### src/rtl/uart_pkg.sv
// Shared types and limits for the UART transmit arbiter.
// Tag insertion in the arbiter is enabled by defining UART_ARB_TAG_EN.
package uart_pkg;

    localparam int UART_ARB_MAX_NREQ = 8;

    typedef logic [1:0] arb_state_t;

    localparam arb_state_t ARB_IDLE = 2'd0;
    localparam arb_state_t ARB_TAG  = 2'd1;
    localparam arb_state_t ARB_DATA = 2'd2;

endpackage

### src/rtl/uart_rr_pick.sv
// Combinational round-robin picker: first requester after last_grant, wrapping modulo NREQ.
// Independent of UART_ARB_TAG_EN.
module uart_rr_pick
    import uart_pkg::*;
#(
    parameter int NREQ = 4
) (
    input  logic [NREQ-1:0]         req,
    input  logic [$clog2(NREQ)-1:0] last_grant,
    output logic [$clog2(NREQ)-1:0] grant,
    output logic                    any_req
);

    localparam int GW = $clog2(NREQ);

    logic          w_hit_hi;
    logic [GW-1:0] w_grant_hi;
    logic [GW-1:0] w_grant_lo;

    // Descending scan so the lowest qualifying index is the one left standing.
    always_comb begin
        w_hit_hi   = 1'b0;
        w_grant_hi = '0;
        w_grant_lo = '0;
        for (int i = NREQ - 1; i >= 0; i--) begin
            if (req[i]) begin
                w_grant_lo = GW'(i);
                if (i > int'(last_grant)) begin
                    w_hit_hi   = 1'b1;
                    w_grant_hi = GW'(i);
                end
            end
        end
    end

    assign grant   = w_hit_hi ? w_grant_hi : w_grant_lo;
    assign any_req = |req;

endmodule

### src/rtl/uart_tx_arbiter.sv
// Message-level arbiter feeding one uart_tx from NREQ byte streams, with stall timeout.
// Define UART_ARB_TAG_EN to prefix each message with a TAG_BASE+grant_id byte.
//
// state    | meaning
// ARB_IDLE | no owner; round-robin pick on any request
// ARB_TAG  | owner selected, tag byte on the output
// ARB_DATA | owner's bytes forwarded until last byte or timeout
module uart_tx_arbiter
    import uart_pkg::*;
#(
    parameter int          NREQ     = 4,
    parameter logic [15:0] TIMEOUT  = 16'hFFFF,
    parameter logic [7:0]  TAG_BASE = 8'h30
) (
    input  logic                    clk,
    input  logic                    resetn,
    input  logic [NREQ-1:0]         req_valid,
    input  logic [NREQ*8-1:0]       req_data,
    input  logic [NREQ-1:0]         req_last,
    output logic [NREQ-1:0]         req_ready,
    output logic                    out_valid,
    output logic [7:0]              out_data,
    input  logic                    out_ready,
    output logic [$clog2(NREQ)-1:0] grant_id,
    output logic                    busy,
    output logic                    timeout_pulse
);

    localparam int            GW       = $clog2(NREQ);
    localparam logic [15:0]   IDLE_TC  = TIMEOUT - 16'd1;
    localparam logic [GW-1:0] LAST_RST = GW'(NREQ - 1);

`ifdef UART_ARB_TAG_EN
    localparam arb_state_t GRANT_STATE = ARB_TAG;
`else
    localparam arb_state_t GRANT_STATE = ARB_DATA;
`endif

    logic [1:0]    r_rst_sync;
    logic          w_rst_n;
    arb_state_t    r_state;
    logic [GW-1:0] r_grant;
    logic [GW-1:0] r_last_grant;
    logic [15:0]   r_idle_cnt;
    logic [GW-1:0] w_pick;
    logic          w_any;
    logic [7:0]    w_bytes [NREQ];
    logic          w_own_valid;
    logic          w_own_last;
    logic          w_xfer;
    logic          w_timeout;

    // Assert asynchronously, release two clocks after resetn rises.
    always_ff @(posedge clk or negedge resetn) begin
        if (!resetn) begin
            r_rst_sync <= 2'b00;
        end else begin
            r_rst_sync <= {r_rst_sync[0], 1'b1};
        end
    end

    assign w_rst_n = r_rst_sync[1];

    for (genvar g = 0; g < NREQ; g++) begin : g_bytes
        assign w_bytes[g] = req_data[8*g +: 8];
    end

    uart_rr_pick #(
        .NREQ(NREQ)
    ) u_pick (
        .req       (req_valid),
        .last_grant(r_last_grant),
        .grant     (w_pick),
        .any_req   (w_any)
    );

    assign w_own_valid = req_valid[r_grant];
    assign w_own_last  = req_last[r_grant];
    assign w_xfer      = (r_state == ARB_DATA) && w_own_valid && out_ready;
    // A last-byte transfer on the terminal cycle wins over the timeout.
    assign w_timeout   = (r_state == ARB_DATA) && !w_xfer && (r_idle_cnt == IDLE_TC);

    always_ff @(posedge clk or negedge w_rst_n) begin
        if (!w_rst_n) begin
            r_state      <= ARB_IDLE;
            r_grant      <= '0;
            r_last_grant <= LAST_RST;
            r_idle_cnt   <= '0;
        end else begin
            case (r_state)
                ARB_IDLE: begin
                    r_idle_cnt <= '0;
                    if (w_any) begin
                        r_grant      <= w_pick;
                        r_last_grant <= w_pick;
                        r_state      <= GRANT_STATE;
                    end
                end
`ifdef UART_ARB_TAG_EN
                ARB_TAG: begin
                    if (out_ready) begin
                        r_state <= ARB_DATA;
                    end
                end
`endif
                ARB_DATA: begin
                    if (w_xfer) begin
                        r_idle_cnt <= '0;
                        if (w_own_last) begin
                            r_state <= ARB_IDLE;
                        end
                    end else if (w_timeout) begin
                        r_idle_cnt <= '0;
                        r_state    <= ARB_IDLE;
                    end else begin
                        r_idle_cnt <= r_idle_cnt + 16'd1;
                    end
                end
                default: r_state <= ARB_IDLE;
            endcase
        end
    end

    always_comb begin
        out_valid = 1'b0;
        out_data  = 8'h00;
        req_ready = '0;
        case (r_state)
            ARB_TAG: begin
                out_valid = 1'b1;
                out_data  = TAG_BASE + {{(8 - GW){1'b0}}, r_grant};
            end
            ARB_DATA: begin
                out_valid          = w_own_valid;
                out_data           = w_bytes[r_grant];
                req_ready[r_grant] = out_ready;
            end
            default: ;
        endcase
    end

    assign grant_id      = r_grant;
    assign busy          = (r_state != ARB_IDLE);
    assign timeout_pulse = w_timeout;

endmodule
### config.mk
export PLATFORM = sky130hd
export DESIGN_NAME = uart_tx_arbiter
export DESIGN_NICKNAME = d
export VERILOG_FILES = /design/src/rtl/uart_pkg.sv /design/src/rtl/uart_rr_pick.sv /design/src/rtl/uart_tx_arbiter.sv
export SDC_FILE = /design/constraint.sdc
export NUM_CORES = 1
export LEC_CHECK = 0
export CELL_PAD_IN_SITES_DETAIL_PLACEMENT = 1
export CELL_PAD_IN_SITES_GLOBAL_PLACEMENT = 1
export CORE_MARGIN = 1
export CORE_UTILIZATION = 32
export DETAILED_ROUTE_END_ITERATION = 6
export PLACE_DENSITY_LB_ADDON = 0.1
export SLEW_MARGIN = 10
export SYNTH_ARGS = -nofsm -noshare
export SYNTH_HDL_FRONTEND = slang
export SYNTH_SLANG_ARGS = --single-unit
### constraint.sdc
create_clock -name clk -period 2.1 [get_ports clk]
set_input_delay 0.525 -clock clk [delete_from_list [all_inputs] [get_ports clk]]
set_output_delay 0.525 -clock clk [all_outputs]
set_load 0.01 [all_outputs]
==> results of run 1 <==
## power by group through the flow
stage	clock (mW)	combinational, mW	sequential (mW)
final	0.286	1.46	0.638
after CTS	0.291	1.35	0.633
after detailed placement	0	1.35	0.635
after global placement	0	1.31	0.627
after floorplan	0	0.701	0.633
after global routing	0.307	1.59	0.654
## registers in the layout (all words and copies together) (netlist names)
name          cells
r_idle_cnt       16
grant_id          2
r_last_grant      2
r_rst_sync        2
r_state           1
## area by class of cell
type / count / share of cell area [%]
Clock buffer: 3 / 1.70
Timing Repair Buffer: 92 / 32.6
Tap cell: 52 / 2.69
Inverter: 6 / 0.930
Sequential cell: 23 / 23.9
Multi-Input combinational cell: 115 / 37.9
Clock inverter: 1 / 0.310
## cell families after synthesis
kind of cell | synth area share [%]
xor+xnor | 8.28
fa+ha+maj | 1.69
buf+inv | 3.38
mux | 16.4
simple gates | 26.5
other cells | 0.253
flops | 39.0
compound gates | 4.48
## worst max-delay path, stage by stage (launching register included)
cell	delay (ns)
dfrtp_1	0.42
buf_12	0.16
mux4_2	0.51
and2_4	0.16
buf_6	0.11
## timing repair
action	4_1_cts	5_1_grt
setup buffers	4	0
endpoints found under the setup margin	14	11
pin swaps	11	1
gates cloned	0	0
gates resized for setup	98	14
## how the worst max path moves through the flow
stage | start | endpoint
3_5_place_dp | out_ready | timeout_pulse
5_1_grt | grant_id[0] | out_data[4]
4_1_cts | grant_id[0] | out_data[6]
2_1_floorplan | grant_id[1] | out_data[1]
3_3_place_gp | out_ready | timeout_pulse
6_report | grant_id[0] | out_data[4]
## stage by stage
step	std cells	util, %
global placement	284	53.0
CTS	292	53.6
floorplan	149	-
global route	292	54.9
detailed placement	284	53.0
finish	292	54.9
## cells in the mapped netlist, types with 2 or more instances
cell type,instances,area (sq um)
nor2_1,32,120
dfrtp_1,21,526
xnor2_1,10,87.6
and2_1,9,56.3
mux4_2,8,180
nand2_1,7,26.3
inv_1,6,22.5
nor3_1,6,30.0
nand3_1,5,25.0
nor4_1,5,31.3
mux2i_1,4,40.0
nand4_1,4,25.0
xor2_1,4,35.0
a21oi_1,3,15.0
clkbuf_1,2,7.51
dfstp_2,2,52.6
ha_1,2,25.0
mux2_2,2,22.5
nand2b_1,2,12.5
## per-layer routing
metal	vias to the layer above	track usage [%]	share of wire (%)
li1	703	-	-
met2	45	37.5	51
met3	7	2.74	4.9
met1	706	23.9	43
met5	-	0	0
met4	0	6.67	1.2
==> impl_metrics.json, run 1 <==
{
  "synth_cells": 149,
  "synth_edf_count": 0,
  "synth_area_per_cell_sq_um": 9.94,
  "final_antenna_net_count": 0,
  "final_cell_mix": "dlygate4sd2_1, nor2_1, buf_4",
  "fmax_mhz": 464,
  "slew_violations": 0,
  "placed_area_sq_um": 2340,
  "hold_violations": 0,
  "dp_hpwl_um": 3610,
  "numClockSinks": 23,
  "endpoint_kind": "output pin",
  "grt_max_degree": 22,
  "finalCritPeriodShare_pct": 103,
  "die_y_um": 70.0,
  "die-area_sq_um": 4910,
  "rsz0062_at_grt": "true",
  "p_sw_mw": 0.864,
  "synth_cell_types": 34,
  "antenna_cells": 0,
  "drt_wl_total_um": 4520,
  "p_leak_nw": 1.11,
  "ctsRootBufferMaster": "clkbuf_8",
  "ctsHoldBuffers": 0,
  "synthArstFlopShare_pct": 100,
  "fin_skew_ns": 0.00472,
  "area_growth_pct": 63.5,
  "start_util_pct": 33.6,
  "relSlewSlack_pct": 45.3,
  "place.gp.congestion": 0.766,
  "reg2reg_slack_ns": 0.14,
  "viasPerCell": 5.00,
  "synth_seq_cells": 23,
  "synth_fp_nets": 194,
  "fillers": 530,
  "period_minus_slack_ns": 2.15,
  "layout_commonest_cell": "dlygate4sd2_1",
  "swShare_pct": 36.2,
  "status": "complete, but fails checks",
  "whs_ns": 0.346,
  "core_sq_um": 4410,
  "final_area_sq_um": 2420,
  "crit-reg2reg-launch": "r_idle_cnt[5]",
  "ys_seq_area_share_pct": 39.0,
  "routedWlPerCell_um": 15.5,
  "tritoncts": "done",
  "chipWidth_um": 70.0,
  "setup_violations": 9,
  "synth-main-ff-cell": "dfrtp_1",
  "nets": 286,
  "cp_max_fo": 8,
  "io_buffers": 59,
  "required_ns": 1.57,
  "worstMarginPinSlew_ns": 0.821,
  "combinationalPowerShare_pct": 61.3,
  "timing.setup.tns_ns": -0.280,
  "cts.htree.levels": 1,
  "critPathLaunchType": "flop",
  "rr_endpoint": "r_idle_cnt[4]",
  "reg2regPathDepth": 6,
  "num_rows": 24,
  "cp.arrival_ns": 1.63,
  "grt_overflow_total": 0,
  "power_frac_clock_pct": 12.0,
  "dpl_worst_slack_ns": -0.678,
  "drv_cap": 0,
  "drive_above_1_share_pct": 32.5,
  "grt_pass1_vias": 1661,
  "drt_pass1_iterations": 3,
  "p_seq_share_pct": 26.7,
  "drtIter0Drc": 45,
  "clkTransAtPathRegs_ns": 0.09,
  "antenna_found_initial": 0,
  "regArea_sq_um": 579,
  "ys.warnings.count": 0,
  "peakVddDrop_uv": 456,
  "track_usage_pct": 20.3,
  "multiInputGateArea_sq_um": 917,
  "internal_power_mw": 1.52,
  "syn_area_sq_um": 1480,
  "pin_count": 60,
  "cts_inserted_buffers": 3,
  "violations": "negative setup slack",
  "grt_pass1_wl_um": 7850,
  "drc_errors": 0,
  "totalPowerFinal_mw": 2.39,
  "p_per_area_nw_per_um2": 985,
  "clk_latency_ns": 0.27,
  "critPathKind": "flop to output pin",
  "vias": 1461,
  "cts_buffer_depth": 2,
  "setup_slack_ns": -0.0540,
  "holdCritPathClass": "flop to async pin"
}
(Power assumes the default switching activity.)
==> run 2, diff against run 1 <==
--- a/config.mk
+++ b/config.mk
@@ -9,6 +9,7 @@
 export CELL_PAD_IN_SITES_GLOBAL_PLACEMENT = 1
 export CORE_MARGIN = 1
 export CORE_UTILIZATION = 32
+export CTS_BUF_LIST = sky130_fd_sc_hd__clkbuf_16
 export DETAILED_ROUTE_END_ITERATION = 6
 export PLACE_DENSITY_LB_ADDON = 0.1
 export SLEW_MARGIN = 10
==> run 2 against run 1 <==
Against the previous run: the run still ends with negative setup slack left; count of clock-buffer cells in the layout is the same; sequential share of layout area shrank 0.45 points; clock skew is essentially flat; critical path type unchanged; critical endpoint unchanged; largest cell class unchanged; highest routed layer unchanged.
==> impl_metrics.json, run 2 (same netlist as run 1, synthesis figures left out) <==
{
  "track_usage_pct": 20.1,
  "dp_hpwl_um": 3610,
  "slew_violations": 0,
  "largest_register": "r_idle_cnt",
  "drt_wl_total_um": 4620,
  "final_cell_mix": "dlygate4sd2_1, buf_4, nor2_1",
  "peakVddDrop_uv": 475,
  "cts_buffer_depth": 2,
  "die-area_sq_um": 4910,
  "io_buffers": 59,
  "timing.setup.tns_ns": -0.113,
  "finalCritPeriodShare_pct": 102,
  "die_y_um": 70.0,
  "largest_reg_flops": 16,
  "critPathKind": "flop to output pin",
  "grt_pass1_wl_um": 7870,
  "met3_usage_pct": 2.89,
  "status": "complete, but fails checks",
  "met1_usage_pct": 23.7,
  "place.gp.congestion": 0.766,
  "violations": "negative setup slack",
  "critPathLaunch": "grant_id[0]",
  "drv_cap": 0,
  "ctsRootBufferMaster": "clkbuf_16",
  "endpoint_kind": "output pin",
  "ctsHoldBuffers": 0,
  "num_rows": 24,
  "grt_overflow_total": 0,
  "drt_pass1_iterations": 3,
  "p_per_area_nw_per_um2": 1020,
  "worstMarginPinSlew_ns": 0.832,
  "final_antenna_net_count": 0,
  "layout_commonest_cell": "dlygate4sd2_1",
  "viasPerCell": 5.03,
  "drtIter0Drc": 41,
  "critPathLaunchType": "flop",
  "cts_inserted_buffers": 3,
  "reg2reg_slack_ns": 0.15,
  "nets": 288,
  "fillers": 528,
  "use_met2_pct": 37.8,
  "grt_pass1_vias": 1657,
  "drc_errors": 0,
  "drive_above_1_share_pct": 33.1,
  "setup_slack_ns": -0.0335,
  "fin_skew_ns": 0.00477,
  "vias": 1480,
  "start_util_pct": 33.6,
  "totalPowerFinal_mw": 2.52,
  "routedWlPerCell_um": 15.7,
  "cp_max_fo": 8,
  "holdCritPathClass": "flop to async pin",
  "antenna_found_initial": 0,
  "pin_count": 60,
  "numClockSinks": 23,
  "tritoncts": "done",
  "chipWidth_um": 70.0,
  "hold_violations": 0,
  "crit-reg2reg-launch": "r_idle_cnt[5]",
  "clkTransAtPathRegs_ns": 0.06,
  "relSlewSlack_pct": 44.6,
  "grt_max_degree": 22,
  "antenna_cells": 0,
  "dpl_worst_slack_ns": -0.678,
  "area_growth_pct": 66.6,
  "rsz0062_at_grt": "true",
  "core_sq_um": 4410,
  "clk_latency_ns": 0.26,
  "period_minus_slack_ns": 2.13,
  "top_usage_layer": "met2",
  "fmax_mhz": 469,
  "cts.htree.levels": 1,
  "p_leak_nw": 1.13,
  "cp.arrival_ns": 1.61,
  "required_ns": 1.57,
  "setup_violations": 8
}
## run 2: cell types whose count changed in the layout (fill, tap and decap cells not counted)
| cell | delta |
|---|---|
| clkbuf_8 | -3 |
| buf_4 | +3 |
| dlygate4sd2_1 | -1 |
| clkdlybuf4s15_1 | +1 |
| buf_6 | -1 |
| clkbuf_16 | +3 |
## run 2: worst max-delay path, cell delays in order, from the launching register on
cell and delay, ns:
dfrtp_1 0.41, buf_12 0.16, mux4_2 0.51, and2_4 0.16, buf_6 0.11
## run 2: final timing paths
| path | cells after the start | endpoint |
|---|---|---|
| worst max register to register | 6 | r_idle_cnt[4] |
| max in group asynchronous | 0 | grant_id[1] |
| min in group clk | 0 | r_rst_sync[1] |
| worst min-delay path | 0 | grant_id[0] |
| worst min register to register | 0 | grant_id[0] |
| worst max-delay path | 4 | out_data[4] |
## run 2: repair_timing
| item | in CTS | in global routing |
|---|---|---|
| buffers inserted | 5 | 1 |
| setup endpoints to repair | 14 | 11 |
| pin swaps | 11 | 1 |
| gates resized for setup | 99 | 13 |
## run 2: power by group
group          total [mW]  internal (mW)  switching, mW  leakage (nW)
logic                1.46          0.854          0.610         0.796
clock network       0.419          0.258          0.161        0.0371
registers           0.637          0.536          0.102         0.297
## run 2: per-layer routing
metal | up-vias | share of wire (%)
met3 | 6 | 4.9
met5 | - | 0
li1 | 709 | -
met1 | 719 | 42
met2 | 46 | 52
met4 | 0 | 0.71
## run 2: cell type report
cell class / count / area, sq um / area share [%]
clock inverter: 1 / 7.51 / 0.304
tap: 52 / 65.1 / 2.64
inverter: 6 / 22.5 / 0.912
multi-input combinational: 115 / 917 / 37.2
sequential: 23 / 579 / 23.5
timing repair buffer: 94 / 802 / 32.5
clock buffer: 3 / 75.1 / 3.04
## run 2: stage by stage
step	area, sq um	util (%)	cells	hold WS (ns)
after floorplan	1480	-	149	0.229
after CTS	2410	54.5	293	0.360
after global placement	2340	53.0	284	0.338
final	2470	55.9	294	0.349
after global routing	2470	55.9	294	0.375
after detailed placement	2340	53.0	284	0.346
==> run 3, diff against run 2 <==
--- a/config.mk
+++ b/config.mk
@@ -8,11 +8,12 @@
 export CELL_PAD_IN_SITES_DETAIL_PLACEMENT = 1
 export CELL_PAD_IN_SITES_GLOBAL_PLACEMENT = 1
 export CORE_MARGIN = 1
-export CORE_UTILIZATION = 32
+export CORE_UTILIZATION = 31
 export CTS_BUF_LIST = sky130_fd_sc_hd__clkbuf_16
 export DETAILED_ROUTE_END_ITERATION = 6
 export PLACE_DENSITY_LB_ADDON = 0.1
 export SLEW_MARGIN = 10
 export SYNTH_ARGS = -nofsm -noshare
 export SYNTH_HDL_FRONTEND = slang
+export SYNTH_HIERARCHICAL = 1
 export SYNTH_SLANG_ARGS = --single-unit
==> run 3 against run 2 <==
Against the previous run: the flow finishes with violations (design-rule violations, negative setup slack); clock power hardly changed; critical path depth up 2; sequential power down 3.5%; worst setup slack got worse by 0.18 ns; sequential share of layout area rose by 0.16 points; fmax decreased by 7.7%; die area increased by 2.3%; total power is 4.2% higher; combinational power increased by 9%; utilization is 0.88 points lower; register-to-register slack better by 0.18 ns; largest cell class unchanged; largest power group unchanged.
==> impl_metrics.json, run 3 <==
{
  "status": "complete, but fails checks",
  "violations": "design-rule violations, negative setup slack",
  "path_cells": "buf_6 -> mux4_2 -> nand2_2 -> nand2_2 -> nor4_2 -> buf_2",
  "drt_pass1_iterations": 6,
  "chipWidth_um": 70.8,
  "nets": 286,
  "peakVddDrop_uv": 562,
  "setup_violations": 10,
  "drt_wl_total_um": 4970,
  "slowest_stage": "mux4_2",
  "synthTopCellsByArea": "dfrtp_1, mux4_2, nor2_1, nand2_1, and2_1",
  "p_leak_nw": 1.11,
  "syn_area_sq_um": 1470,
  "ctsHoldBuffers": 0,
  "drive_above_1_share_pct": 31.7,
  "synth_cells": 150,
  "worstMarginPinSlew_ns": 0.827,
  "cts_inserted_buffers": 3,
  "start_util_pct": 33.1,
  "ctsRootBufferMaster": "clkbuf_16",
  "numClockSinks": 23,
  "drv_cap": 0,
  "final_antenna_net_count": 0,
  "rr_endpoint": "r_state[1]",
  "grt_pass1_vias": 1584,
  "finalCritPeriodShare_pct": 110,
  "reg2reg_slack_ns": 0.33,
  "synth_edf_count": 0,
  "place.gp.congestion": 0.815,
  "totalPowerFinal_mw": 2.63,
  "slew_violations": 0,
  "whs_ns": 0.346,
  "tritoncts": "done",
  "synth.largest_area_cell": "dfrtp_1",
  "final_cell_mix": "buf_4, dlygate4sd2_1, nor2_1, dfrtp_1, clkdlybuf4s50_1",
  "fin_skew_ns": 0.00356,
  "timing.setup.tns_ns": -1.42,
  "drc_errors": 14,
  "reg2regPathDepth": 6,
  "period_minus_slack_ns": 2.31,
  "cpMostUsedCell": "nand2_2",
  "p_per_area_nw_per_um2": 1070,
  "num_rows": 24,
  "clkTransAtPathRegs_ns": 0.06,
  "dpl_worst_slack_ns": -0.884,
  "synth_seq_cells": 23,
  "crit-reg2reg-launch": "r_idle_cnt[0]",
  "cts_buffer_depth": 2,
  "antenna_found_initial": 0,
  "die_y_um": 70.8,
  "max_stage_delay_ns": 0.54,
  "largest_register": "r_idle_cnt",
  "track_usage_pct": 20.0,
  "drtIter0Drc": 43,
  "layout_commonest_cell": "buf_4",
  "grt_pass1_wl_um": 7730,
  "synthArstFlopShare_pct": 100,
  "endpoint_kind": "output pin",
  "dp_hpwl_um": 3630,
  "synth_fp_nets": 195,
  "required_ns": 1.57,
  "critPathKind": "flop to output pin",
  "clk_latency_ns": 0.26,
  "ys.warnings.count": 6,
  "routedWlPerCell_um": 17.0,
  "hold_violations": 0,
  "rsz0062_at_grt": "true",
  "grt_overflow_total": 0,
  "vias": 1522,
  "die-area_sq_um": 5020,
  "largest_reg_flops": 16,
  "viasPerCell": 5.21,
  "holdCritPathClass": "flop to async pin",
  "area_growth_pct": 66.5,
  "ys_seq_area_share_pct": 39.4,
  "io_buffers": 59,
  "fillers": 512,
  "synth_common_cells": "dfrtp_1, nor2_1, nand2_1",
  "pin_count": 60,
  "core_sq_um": 4440,
  "final_cells": 292,
  "cp_max_fo": 2,
  "synth_area_per_cell_sq_um": 9.79,
  "synth-main-ff-cell": "dfrtp_1",
  "cp.arrival_ns": 1.79,
  "setup_slack_ns": -0.211,
  "cts.htree.levels": 1,
  "multiInputGateArea_sq_um": 881,
  "critPathLaunchType": "flop",
  "antenna_cells": 0,
  "grt_max_degree": 22,
  "dp.cells": 277,
  "relSlewSlack_pct": 44.9,
  "synth_cell_types": 32,
  "regArea_sq_um": 578,
  "fmax_mhz": 433,
  "synth_top_area_share_pct": 35.8
}
## run 3: changes by cell type in the layout (fill, tap and decap cells not counted), moves of 4 or more
cell,change
clkdlybuf4s50_1,+9
nor2_1,-11
buf_4,-9
clkdlybuf4s15_1,+4
nand2_1,+7
xnor2_1,-4
dlygate4sd2_1,-16
## run 3: logic make-up (layout without fill, tap and decap cells)
logic type	after synthesis	count (layout)	synth area share, %
multiplexers	10	10	15.3
flip-flops	23	23	39.4
AO/OA/AOI/OAI	12	12	5.28
adder cells (fa/ha/maj)	2	2	1.70
XOR/XNOR	12	12	7.15
buffers and inverters	10	100	3.15
other	1	1	0.255
AND/OR/NAND/NOR	80	80	27.8
## run 3: layout make-up
type                       count  area share (%)
multi-input combinational    117            36.0
timing repair buffer          91            33.6
sequential                    23            23.6
clock buffer                   3            3.07
tap                           52            2.66
inverter                       5           0.767
clock inverter                 1           0.307
## run 3: per-layer routing
layer / vias to the layer above / global-route usage (%) / routed length (um)
met5: - / 0 / 0
li1: 715 / - / -
met3: 8 / 4.13 / 244
met1: 761 / 22.9 / 1990
met4: 0 / 2.89 / 85
met2: 38 / 38.9 / 2650
## run 3: worst max path at each step
stage                 startpoint       endpoint  slack (ns)  cells after the start
floorplan            grant_id[0]  timeout_pulse        0.01                      4
global placement    req_valid[3]  timeout_pulse       -0.86                      6
detailed placement  req_valid[3]  timeout_pulse       -0.88                      6
CTS                  grant_id[0]  timeout_pulse       -0.31                      6
global route         grant_id[0]  timeout_pulse       -0.26                      6
finish               grant_id[0]  timeout_pulse       -0.21                      6
## run 3: critical path: cells and delay by family, from the launching register on
family	cells	cell delay, ns
buffers and inverters	2	0.28
flip-flops	1	0.40
multiplexers	1	0.54
AND/OR/NAND/NOR	3	0.31
## run 3: stage by stage
stage | cell area [sq um] | utilization [%]
after global routing | 2450 | 55.0
after global placement | 2250 | 50.7
after detailed placement | 2250 | 50.7
final | 2450 | 55.0
after CTS | 2410 | 54.2
after floorplan | 1470 | -
## run 3: what timing repair did
| action | CTS | global route |
|---|---|---|
| resized for setup | 106 | 13 |
| cloned | 1 | 0 |
| buffers inserted | 10 | 1 |
| pin swaps | 10 | 4 |
| endpoints found under the setup margin | 14 | 14 |
## run 3: where the power goes
group	switching, mW	leakage [nW]	internal [mW]
Combinational	0.662	0.768	0.932
Sequential	0.0808	0.300	0.534
Clock	0.161	0.0371	0.258
Total	0.904	1.11	1.72
==> edit 1, RTL diff (settings of run 1) <==
The option `UART_ARB_TAG_EN` is turned on by a define.
--- a/src/rtl/uart_tx_arbiter.sv
+++ b/src/rtl/uart_tx_arbiter.sv
@@ -5,6 +5,8 @@
 // ARB_IDLE | no owner; round-robin pick on any request
 // ARB_TAG  | owner selected, tag byte on the output
 // ARB_DATA | owner's bytes forwarded until last byte or timeout
+`define UART_ARB_TAG_EN
+
 module uart_tx_arbiter
     import uart_pkg::*;
 #(
Formal check against the unedited RTL: not equivalent (a bounded check fails within 4 cycles, from zero or initial values and one cycle with resetn low).
==> edit 1 against run 1 <==
The run still ends with setup timing left; fmax down 4.7%; power up 16%; register-to-register slack worse by 0.03 ns; core utilization down 0.34 points; synthesized area up 12%; routed wire length up 25%; highest routed layer unchanged; clock skew down 0.0010 ns; worst setup slack worse by 0.11 ns; design area up 9.9%; sequential cell count up 1.
==> edit 1: results (changes against run 1) <==
Detailed routing
  – WL met3: 142 um (was 223 um)
  – First DRT Iteration DRCs: 67 (was 45)
  – First-pass detailed-route iteration total: 4 (was 3)
  – Routed wl met2: 3000 um (was 2310 um)
  – DR vias: 1690 (was 1461)
  – M1 WL: 2370 um (was 1930 um)
  – Drt total wl: 5640 um (was 4520 um)

Global route
  – Vias in the first global route: 1879 (was 1661)
  – First-pass GRT wire length: 9110 um (was 7850 um)
  – Pin count of the biggest net entering global routing: 23 (was 22)
  – Met2 GRT Util: 40.9% (was 37.5%)
  – Met1 GRT Util: 25.7% (was 23.9%)

Run status
  – Failing checks: setup timing (unchanged)
  – Outcome: finished with violations (unchanged)

Yosys
  – Synth cell types: 40 (was 34)
  – Syn nets: 218 (was 194)
  – Mapped Cells: 170 (was 149)
  – Synth top cells by count: dfrtp_1, nor2_1, nand2_1 (was nor2_1, dfrtp_1, xnor2_1)

Pwr
  – Max IR drop VDD: 0.576 mV (was 0.456 mV)
  – Clk pwr share: 11.4% (was 12.0%)
  – Pwr/cell area: 1040 nW/um^2 (was 985 nW/um^2)
  – Comb power frac: 65.7% (was 61.3%)

Setup path
  – Critical path peak fanout: 2 (was 8)
  – Reg2Reg Setup Slack: 0.11 ns (was 0.14 ns)

Placed design
  – Placement-stage cell area: 2590 sq um (was 2340 sq um)
  – RD Place Congestion: 0.819 (was 0.766)

STA
  – Min Hold Slack: 0.230 ns (was 0.346 ns)
  – Clock Skews: 0.00368 ns (was 0.00472 ns)
  – Setup WS post-layout: -0.160 ns (was -0.0540 ns)
  – Setup violators final: 10 (was 9)

Finish
  – Fillers: 599 (was 530)

Clock network
  – Post-cts sizing count: 95 (was 98)
==> edit 1: changes by cell type after synthesis, sizes merged, moves of 4 or more <==
cell	change
and3	+4
o21ai	+8
and2	-6
xnor2	-5
nor2b	+6
nor2	-13
nand2	+5
==> edit 1: final cells by class <==
cell class	instances	area, sq um	area share (%)
timing repair buffer	104	853	32.1
inverter	9	33.8	1.27
tap	67	83.8	3.15
multi-input combinational	130	1030	38.8
clock buffer	4	55.1	2.07
sequential	24	603	22.7
==> edit 1: path summary, 6_finish.rpt <==
kind | end | cells after the start | start
worst max-delay path | timeout_pulse | 5 | grant_id[0]
worst min-delay path | r_idle_cnt[12] | 1 | r_rst_sync[1]
worst max register to register | r_state[1] | 7 | grant_id[0]
worst min register to register | r_idle_cnt[12] | 1 | r_rst_sync[1]
max in group asynchronous | r_rst_sync[1] | 1 | resetn
min in group clk | r_rst_sync[1] | 0 | r_rst_sync[0]
==> edit 2, RTL diff (config.mk and constraints of run 1) <==
Without the edit above. Reset style: synchronous (`resetn` and `w_rst_n`), changed in 2 clocked blocks. Comments in the files are not updated.
--- a/src/rtl/uart_tx_arbiter.sv
+++ b/src/rtl/uart_tx_arbiter.sv
@@ -51,7 +51,7 @@
     logic          w_timeout;
 
     // Assert asynchronously, release two clocks after resetn rises.
-    always_ff @(posedge clk or negedge resetn) begin
+    always_ff @(posedge clk) begin
         if (!resetn) begin
             r_rst_sync <= 2'b00;
         end else begin
@@ -80,7 +80,7 @@
     // A last-byte transfer on the terminal cycle wins over the timeout.
     assign w_timeout   = (r_state == ARB_DATA) && !w_xfer && (r_idle_cnt == IDLE_TC);
 
-    always_ff @(posedge clk or negedge w_rst_n) begin
+    always_ff @(posedge clk) begin
         if (!w_rst_n) begin
             r_state      <= ARB_IDLE;
             r_grant      <= '0;
Behaviour: differs if resetn is asserted again (counterexample within 4 cycles, from zero or initial values and one cycle with resetn low); with resetn held inactive, the same outputs for 10 cycles.
==> edit 2 against run 1 <==
The flow still finishes with violations (setup timing); critical path depth is the same; register-to-register slack better by 0.06 ns; worst setup slack lost 0.11 ns; design area decreased by 9.4%; clock skew increased by 0.0055 ns; first-iteration DRC count increased by 110%; non-clock buffer count fell by 5; synthesized area is 7.2% lower; sequential cell count stayed put; routed wire length down 1.0%.
Power is not compared: it rests on default switching activity, and its combinational part moved more than twofold at a synthesized area within 25%.
==> edit 2: results (changes against run 1) <==
Finish
  – Reg area: 462 sq um (was 579 sq um)
  – Fin cells: 282 (was 292)
  – Inverter count: 2 (was 6)
  – #MultiIn Comb: 116 (was 115)
  – Clock Network Area Fraction: 2.22% (was 2.01%)
  – Fraction of layout cells with a size suffix above 1: 26.7% (was 32.5%)
  – Fillers: 504 (was 530)
  – Bufs w/o clock: 87 (was 92)
  – Area taken by multi-input logic gates: 891 sq um (was 917 sq um)
  – Multi-input logic portion of the cell area: 40.6% (was 37.9%)

STA
  – Slew @ Worst Pin: 0.741 ns (was 0.821 ns)
  – Setup violators final: 9 (unchanged)
  – TNS Setup: -0.693 ns (was -0.280 ns)
  – Min Hold Slack: 0.449 ns (was 0.346 ns)
  – Setup WS post-layout: -0.162 ns (was -0.0540 ns)
  – Clock Skews: 0.0102 ns (was 0.00472 ns)

Run status
  – Outcome: finished with violations (unchanged)
  – Failing checks: setup timing (unchanged)

Global route
  – Vias in the first global route: 1434 (was 1661)
  – Routing usage on met3: 3.21% (was 2.74%)
  – Met1 GRT Util: 22.9% (was 23.9%)
  – Pin count of the biggest net entering global routing: 18 (was 22)
  – First-pass GRT wire length: 6810 um (was 7850 um)
  – Met2 GRT Util: 38.7% (was 37.5%)

Yosys
  – Async SR Flop Fraction: 0% (was 100%)
  – Synth cell types: 32 (was 34)
  – Syn nets: 192 (was 194)
  – Avg Inst Size Synth: 9.35 sq um (was 9.94 sq um)
  – Top post-synthesis cells by area: dfxtp_1, mux4_2, nor2_1 (was dfrtp_1, mux4_2, nor2_1)
  – Sequential area share after synthesis: 33.5% (was 39.0%)
  – Synth top cells by count: nor2_1, dfxtp_1, nand2_1 (was nor2_1, dfrtp_1, xnor2_1)

Setup path
  – R2R depth: 5 (was 6)
  – CP arrival: 1.74 ns (was 1.63 ns)
  – Reg2Reg Setup Slack: 0.20 ns (was 0.14 ns)
  – Critical path peak fanout: 3 (was 8)
  – Critical Path Start: grant_id[0] (unchanged)
  – Destination of the critical timing path: timeout_pulse (was out_data[4])
  – Worst r2r src: r_idle_cnt[11] (was r_idle_cnt[5])
  – R2R Path End: r_idle_cnt[13] (was r_idle_cnt[4])

Placed design
  – Placed cell count: 274 (was 284)
  – Placement-stage cell area: 2180 sq um (was 2340 sq um)
  – DP Worst Slack: -1.01 ns (was -0.678 ns)
  – RD Place Congestion: 0.728 (was 0.766)
  – Post-DP HPWL: 3460 um (was 3610 um)

Worst hold path
  – Hold WC Path Type: reg -> reg (was reg -> async)

Detailed routing
  – Routed wl met2: 2410 um (was 2310 um)
  – WL met3: 281 um (was 223 um)
  – M1 WL: 1740 um (was 1930 um)
  – First DRT Iteration DRCs: 94 (was 45)
  – First-pass detailed-route iteration total: 4 (was 3)
  – DR vias: 1424 (was 1461)
  – Antenna-violating nets left: 0 (unchanged)
  – Drt total wl: 4480 um (was 4520 um)
  – Top layer in use: met4 (unchanged)

Clock network
  – CTS sink count: 23 (unchanged)
## edit 2: power breakdown
group / total, mW / internal (mW) / switching (mW)
logic: 0.222 / 0.137 / 0.0848
clock network: 0.276 / 0.134 / 0.142
registers: 0.453 / 0.445 / 0.00831
total: 0.952 / 0.716 / 0.235
## edit 2: cell families after synthesis
kind of cell    after synthesis  share of synthesized area (%)
fa+ha+maj                     2                           1.82
xor+xnor                     13                           8.28
buf+inv                       8                           3.37
mux                          10                           17.2
simple gates                 76                           27.8
compound gates               15                           8.10
flops                        23                           33.5
## edit 2: timing repair
action	4_1_cts	5_1_grt
endpoints found under the setup margin	14	9
pin swaps	10	0
buffers inserted	1	2
resized for setup	105	2
gates cloned	0	1
## edit 2: critical path: stages (launching register included)
cell,delay [ns]
dfxtp_2,0.35
mux4_2,0.55
a21boi_4,0.16
nor4b_4,0.23
buf_2,0.18
